$ cat src/rtl/ycc_to_rgb_pipe.sv
// Full-range YCbCr to signed, unclamped RGB: 3 register stages, one pixel per clock.
// A stalled output (o_valid & !i_ready) freezes every stage; optional tag sideband under YCC_TAG_PASSTHRU_EN.
module ycc_to_rgb_pipe #(
  parameter int FRAC = 8,
  parameter int OUTW = 16,
  parameter int KRV  = 359,
  parameter int KGU  = 88,
  parameter int KGV  = 183,
  parameter int KBU  = 454,
  parameter int TAGW = 4
) (
  input  logic                   clk,
  input  logic                   nRst,
  input  logic                   i_valid,
  output logic                   o_ready,
  input  logic [7:0]             i_Y,
  input  logic [7:0]             i_Cb,
  input  logic [7:0]             i_Cr,
  output logic                   o_valid,
  input  logic                   i_ready,
  output logic signed [OUTW-1:0] o_R,
  output logic signed [OUTW-1:0] o_G,
  output logic signed [OUTW-1:0] o_B
`ifdef YCC_TAG_PASSTHRU_EN
  ,
  input  logic [TAGW-1:0]        i_tag,
  output logic [TAGW-1:0]        o_tag
`endif
);

  // Headroom: coefficient (< 2^(FRAC+1)) times 8-bit chroma plus the luma term, with a spare bit.
  localparam int PW = FRAC + 12;

  localparam logic signed [PW-1:0] KRV_C = PW'(KRV);
  localparam logic signed [PW-1:0] KGU_C = PW'(KGU);
  localparam logic signed [PW-1:0] KGV_C = PW'(KGV);
  localparam logic signed [PW-1:0] KBU_C = PW'(KBU);
  localparam logic signed [PW-1:0] RND_C = PW'(1) <<< (FRAC - 1);

  if (OUTW < 10 || TAGW < 1) begin : g_param_chk
    $error("ycc_to_rgb_pipe: OUTW must be >= 10 and TAGW >= 1");
  end

  logic adv;

  logic                   v1_q, v1_d, v2_q, v2_d, v3_q, v3_d;
  logic [7:0]             y1_q, y1_d;
  logic signed [8:0]      cb1_q, cb1_d, cr1_q, cr1_d;
  logic signed [PW-1:0]   r2_q, r2_d, g2_q, g2_d, b2_q, b2_d, yb2_q, yb2_d;
  logic signed [OUTW-1:0] r3_q, r3_d, g3_q, g3_d, b3_q, b3_d;

  logic signed [PW-1:0]   cb_ext, cr_ext;
  logic signed [PW-1:0]   r_sum, g_sum, b_sum;

  always_comb begin
    adv    = !v3_q || i_ready;

    cb_ext = PW'(cb1_q);
    cr_ext = PW'(cr1_q);
    r_sum  = yb2_q + r2_q;
    g_sum  = yb2_q + g2_q;
    b_sum  = yb2_q + b2_q;

    v1_d   = v1_q;
    y1_d   = y1_q;
    cb1_d  = cb1_q;
    cr1_d  = cr1_q;
    v2_d   = v2_q;
    r2_d   = r2_q;
    g2_d   = g2_q;
    b2_d   = b2_q;
    yb2_d  = yb2_q;
    v3_d   = v3_q;
    r3_d   = r3_q;
    g3_d   = g3_q;
    b3_d   = b3_q;

    // Data registers load on every advance, valid or not; only valid-qualified values matter.
    if (adv) begin
      v1_d  = i_valid;
      y1_d  = i_Y;
      cb1_d = 9'(i_Cb) - 9'd128;
      cr1_d = 9'(i_Cr) - 9'd128;

      v2_d  = v1_q;
      r2_d  = KRV_C * cr_ext;
      g2_d  = -((KGU_C * cb_ext) + (KGV_C * cr_ext));
      b2_d  = KBU_C * cb_ext;
      yb2_d = $signed(PW'(y1_q) << FRAC) + RND_C;

      // Arithmetic shift floors; the half-LSB in yb2 turns that into round-half-up.
      v3_d  = v2_q;
      r3_d  = OUTW'(r_sum >>> FRAC);
      g3_d  = OUTW'(g_sum >>> FRAC);
      b3_d  = OUTW'(b_sum >>> FRAC);
    end
  end

  always_ff @(posedge clk or negedge nRst) begin
    if (!nRst) begin
      v1_q  <= 1'b0;
      y1_q  <= '0;
      cb1_q <= '0;
      cr1_q <= '0;
      v2_q  <= 1'b0;
      r2_q  <= '0;
      g2_q  <= '0;
      b2_q  <= '0;
      yb2_q <= '0;
      v3_q  <= 1'b0;
      r3_q  <= '0;
      g3_q  <= '0;
      b3_q  <= '0;
    end else begin
      v1_q  <= v1_d;
      y1_q  <= y1_d;
      cb1_q <= cb1_d;
      cr1_q <= cr1_d;
      v2_q  <= v2_d;
      r2_q  <= r2_d;
      g2_q  <= g2_d;
      b2_q  <= b2_d;
      yb2_q <= yb2_d;
      v3_q  <= v3_d;
      r3_q  <= r3_d;
      g3_q  <= g3_d;
      b3_q  <= b3_d;
    end
  end

  assign o_ready = adv;
  assign o_valid = v3_q;
  assign o_R     = r3_q;
  assign o_G     = g3_q;
  assign o_B     = b3_q;

`ifdef YCC_TAG_PASSTHRU_EN
  logic [TAGW-1:0] t1_q, t1_d, t2_q, t2_d, t3_q, t3_d;

  always_comb begin
    t1_d = t1_q;
    t2_d = t2_q;
    t3_d = t3_q;
    if (adv) begin
      t1_d = i_tag;
      t2_d = t1_q;
      t3_d = t2_q;
    end
  end

  always_ff @(posedge clk or negedge nRst) begin
    if (!nRst) begin
      t1_q <= '0;
      t2_q <= '0;
      t3_q <= '0;
    end else begin
      t1_q <= t1_d;
      t2_q <= t2_d;
      t3_q <= t3_d;
    end
  end

  assign o_tag = t3_q;
`endif

endmodule
$ cat config.mk
export PLATFORM = sky130hd
export DESIGN_NAME = ycc_to_rgb_pipe
export DESIGN_NICKNAME = d
export VERILOG_FILES = /design/src/rtl/ycc_to_rgb_pipe.sv
export SDC_FILE = /design/constraint.sdc
export NUM_CORES = 1
export LEC_CHECK = 0
export ABC_AREA = 1
export CAP_MARGIN = 20
export CORE_UTILIZATION = 42
export CTS_CLUSTER_DIAMETER = 60
export DETAILED_ROUTE_END_ITERATION = 6
export GPL_TIMING_DRIVEN = 0
export PLACE_DENSITY = 0.62
export SLEW_MARGIN = 20
export SYNTH_ARGS = -nofsm -noshare
export SYNTH_HDL_FRONTEND = slang
export SYNTH_SLANG_ARGS = --single-unit
$ cat constraint.sdc
create_clock -name clk -period 9.5 [get_ports clk]
set_input_delay 1.425 -clock clk [delete_from_list [all_inputs] [get_ports clk]]
set_output_delay 1.425 -clock clk [all_outputs]
set_load 0.05 [all_outputs]
==> run metrics <==
RR Startpoint=cb1_q[7]; TNS Setup=0 ps; dpl hpwl=25.43 mm; die area=29,440 µm²; Port Buffer Count=77; critical path launch point type=flip-flop; worst setup path category=reg2reg; Tcrit/Tclk final=65.40%; routability cong.=0.9327; clk_skew=15.13 ps; hold buffer count at CTS=0; Tmin final=6213 ps; Die X=171.6 µm; Die Y=171.6 µm; DR WL/cell=15.29 µm; H-tree levels=3; buffer count from post-CTS setup fixing=0; CTS tree=done; max_slew headroom=26.47%; drt first-iter violations=557; fraction of layout cells with a size suffix above 1=4.430%; area delta synth->final=13.01%; vias per cell=4.858; post-cts resize count=0; max_cap viols=0; number of synthesized flops with an enable pin=0; unique cell type count in the Yosys netlist=39; Synth Register Bits=109; DRT Pass-1 Iters=5; HP Start=v2_q; pin count of the biggest net entering global routing=68; Primary FF master, synth=dfrtp_1; clk sinks=109; Critical Path Fanout Max=9; synth warn=0; worst hold slack=461.5 ps; worst hold path type=reg2reg; synthesized area=12,080 µm²; fin. max-slew vios=0; dpl cell area=13,350 µm²; synth top area cells=dfrtp_1 23%, ha_1 21%, fa_1 14%; # nets final=1,954; initial antenna violation count=0; RSZ-0062 raised after global routing=no; Clock Pin Slew Worst Setup and Hold Paths=80 ps; grt total ovfl=0; Avg Cell Area, Syn=7.771 µm²; Async S/R FF share, synth=100.0%; WP data arrival=6440 ps; total wire length=30.97 mm; register area share after synthesis=22.59%; DR DRC count=0; Starting Density=43.11%; row count=61; post-synth top area share=22.59%; first-pass GRT wire length=50.98 mm; Max Freq=0.1610 GHz; reg2reg setup slack=3290 ps; Clock Path Buffers=2; Syn Nets=1,865; Worst setup startpoint=cb1_q[7]; core area=28,010 µm²; Worst Setup End Kind=flip-flop; Clock Latency Late Sink=370 ps; CTS buffer count=9; CTS root buffer=clkbuf_16; Req. time, crit path=9730 ps; Final Hold Fails=0; Antenna Nets Post-Route=0; antenna diode count=0; Setup Viol. Count Final=0; gr usage total=22.51%; Via Count=9,843; status=completed; vias in the first global route=9,849; post-route design area=13,650 µm²; cell accounting for the most synthesized area=dfrtp_1; actual slew at the worst max-slew pin=1103 ps; I/O pins=78; Post-Syn Instances=1,554
-- path summary, 6_finish.rpt --
check	end	cells after the start
hold reg to reg	o_valid	2
setup / recovery	g2_q[19]	26
min in group asynchronous	o_B[5]	1
max in group asynchronous	r2_q[7]	2
setup reg to reg	g2_q[19]	26
hold / removal	o_valid	2
-- stage by stage --
step	setup WS [ps]	cells	utilization [%]
floorplan	3837	1554	-
global placement	2588	2009	47.55
detailed placement	3247	2010	47.66
CTS	3239	2026	48.72
global route	2873	2026	48.72
finish	3287	2026	48.72
-- metal layers --
metal | global-route usage [%] | wire length, µm | up-vias
met5 | 0 | 0 | -
met4 | 5.784 | 649 | 0
met3 | 2.554 | 1007 | 33
met2 | 37.41 | 14190 | 153
met1 | 31.00 | 15130 | 4548
li1 | - | - | 5109
-- cell usage in the layout (no fill, tap or decap), drive strengths merged --
cell	instances
a211o	1
a21o	5
a21oi	57
a31oi	5
and2	2
and3	2
buf	30
clkbuf	17
clkdlybuf4s50	76
clkinv	1
clkinvlp	2
dfrtp	109
fa	83
ha	200
inv	281
nand2	409
nand3	88
nand3b	14
nand4	19
nor2	82
nor3	9
nor4	1
o2111ai	1
o211ai	4
o21a	2
o21ai	93
o21bai	6
o22ai	3
or2	14
xnor2	17
xor2	15
-- worst max-delay path, stage by stage (launching register included) --
cell	delay [ps]
dfrtp_1	640
buf_6	210
inv_2	90
fa_1	550
inv_1	40
ha_1	350
nand2_1	90
inv_1	40
nand4_1	70
nand3_1	150
xor2_1	180
ha_1	200
fa_1	490
fa_1	540
inv_1	50
fa_1	520
inv_1	50
fa_1	520
inv_1	40
ha_1	350
nand2_1	120
nor2_1	140
nand2_1	100
nor3_1	260
nor2_1	120
nand2_1	70
o21ai_0	90
-- layout make-up --
class	instances	area (µm²)
fillers	2805	14360
well taps	378	473.0
flip-flops and latches	109	2728
repair buffers	78	799.5
clock buffers	9	225.2
inverters	277	1040
clock inverters	7	73.82
plain buffers	36	206.4
multi-input cells	1132	8103
-- synth_stat cells (2+ instances only) --
cell type	instances
nand2_1	408
inv_1	273
ha_1	200
dfrtp_1	109
nand3_1	87
o21ai_0	84
fa_1	83
nor2_1	81
a21oi_1	55
nand4_1	19
xnor2_1	17
buf_2	15
xor2_1	15
nand3b_1	14
buf_4	12
or2_2	12
nor3_1	9
clkbuf_1	8
o21bai_1	6
a21o_1	5
a31oi_1	5
o21ai_2	5
inv_2	4
o21ai_1	4
o211ai_1	3
o22ai_1	3
a21oi_2	2
and2_1	2
and3_1	2
o21a_1	2
or2_1	2
-- registers in the layout (all words and copies together), names as in the netlist --
signal   cells
yb2_q        9
v2_q         1
v1_q         1
o_G         12
cr1_q        8
o_R         12
o_valid      1
b2_q        12
g2_q        13
y1_q         8
cb1_q        8
o_B         12
r2_q        12
-- kinds of logic after synthesis --
group,Yosys count,synth area share (%)
AO/OA/AOI/OAI,177,8.092
XOR/XNOR,32,2.321
adder cells (fa/ha/maj),283,34.48
buffers and inverters,313,10.32
flip-flops,109,22.59
AND/OR/NAND/NOR,640,22.20
Power is left out: the tool's default activity adds up to more than one toggle a clock period on the data nets, which glitch-free logic cannot reach.
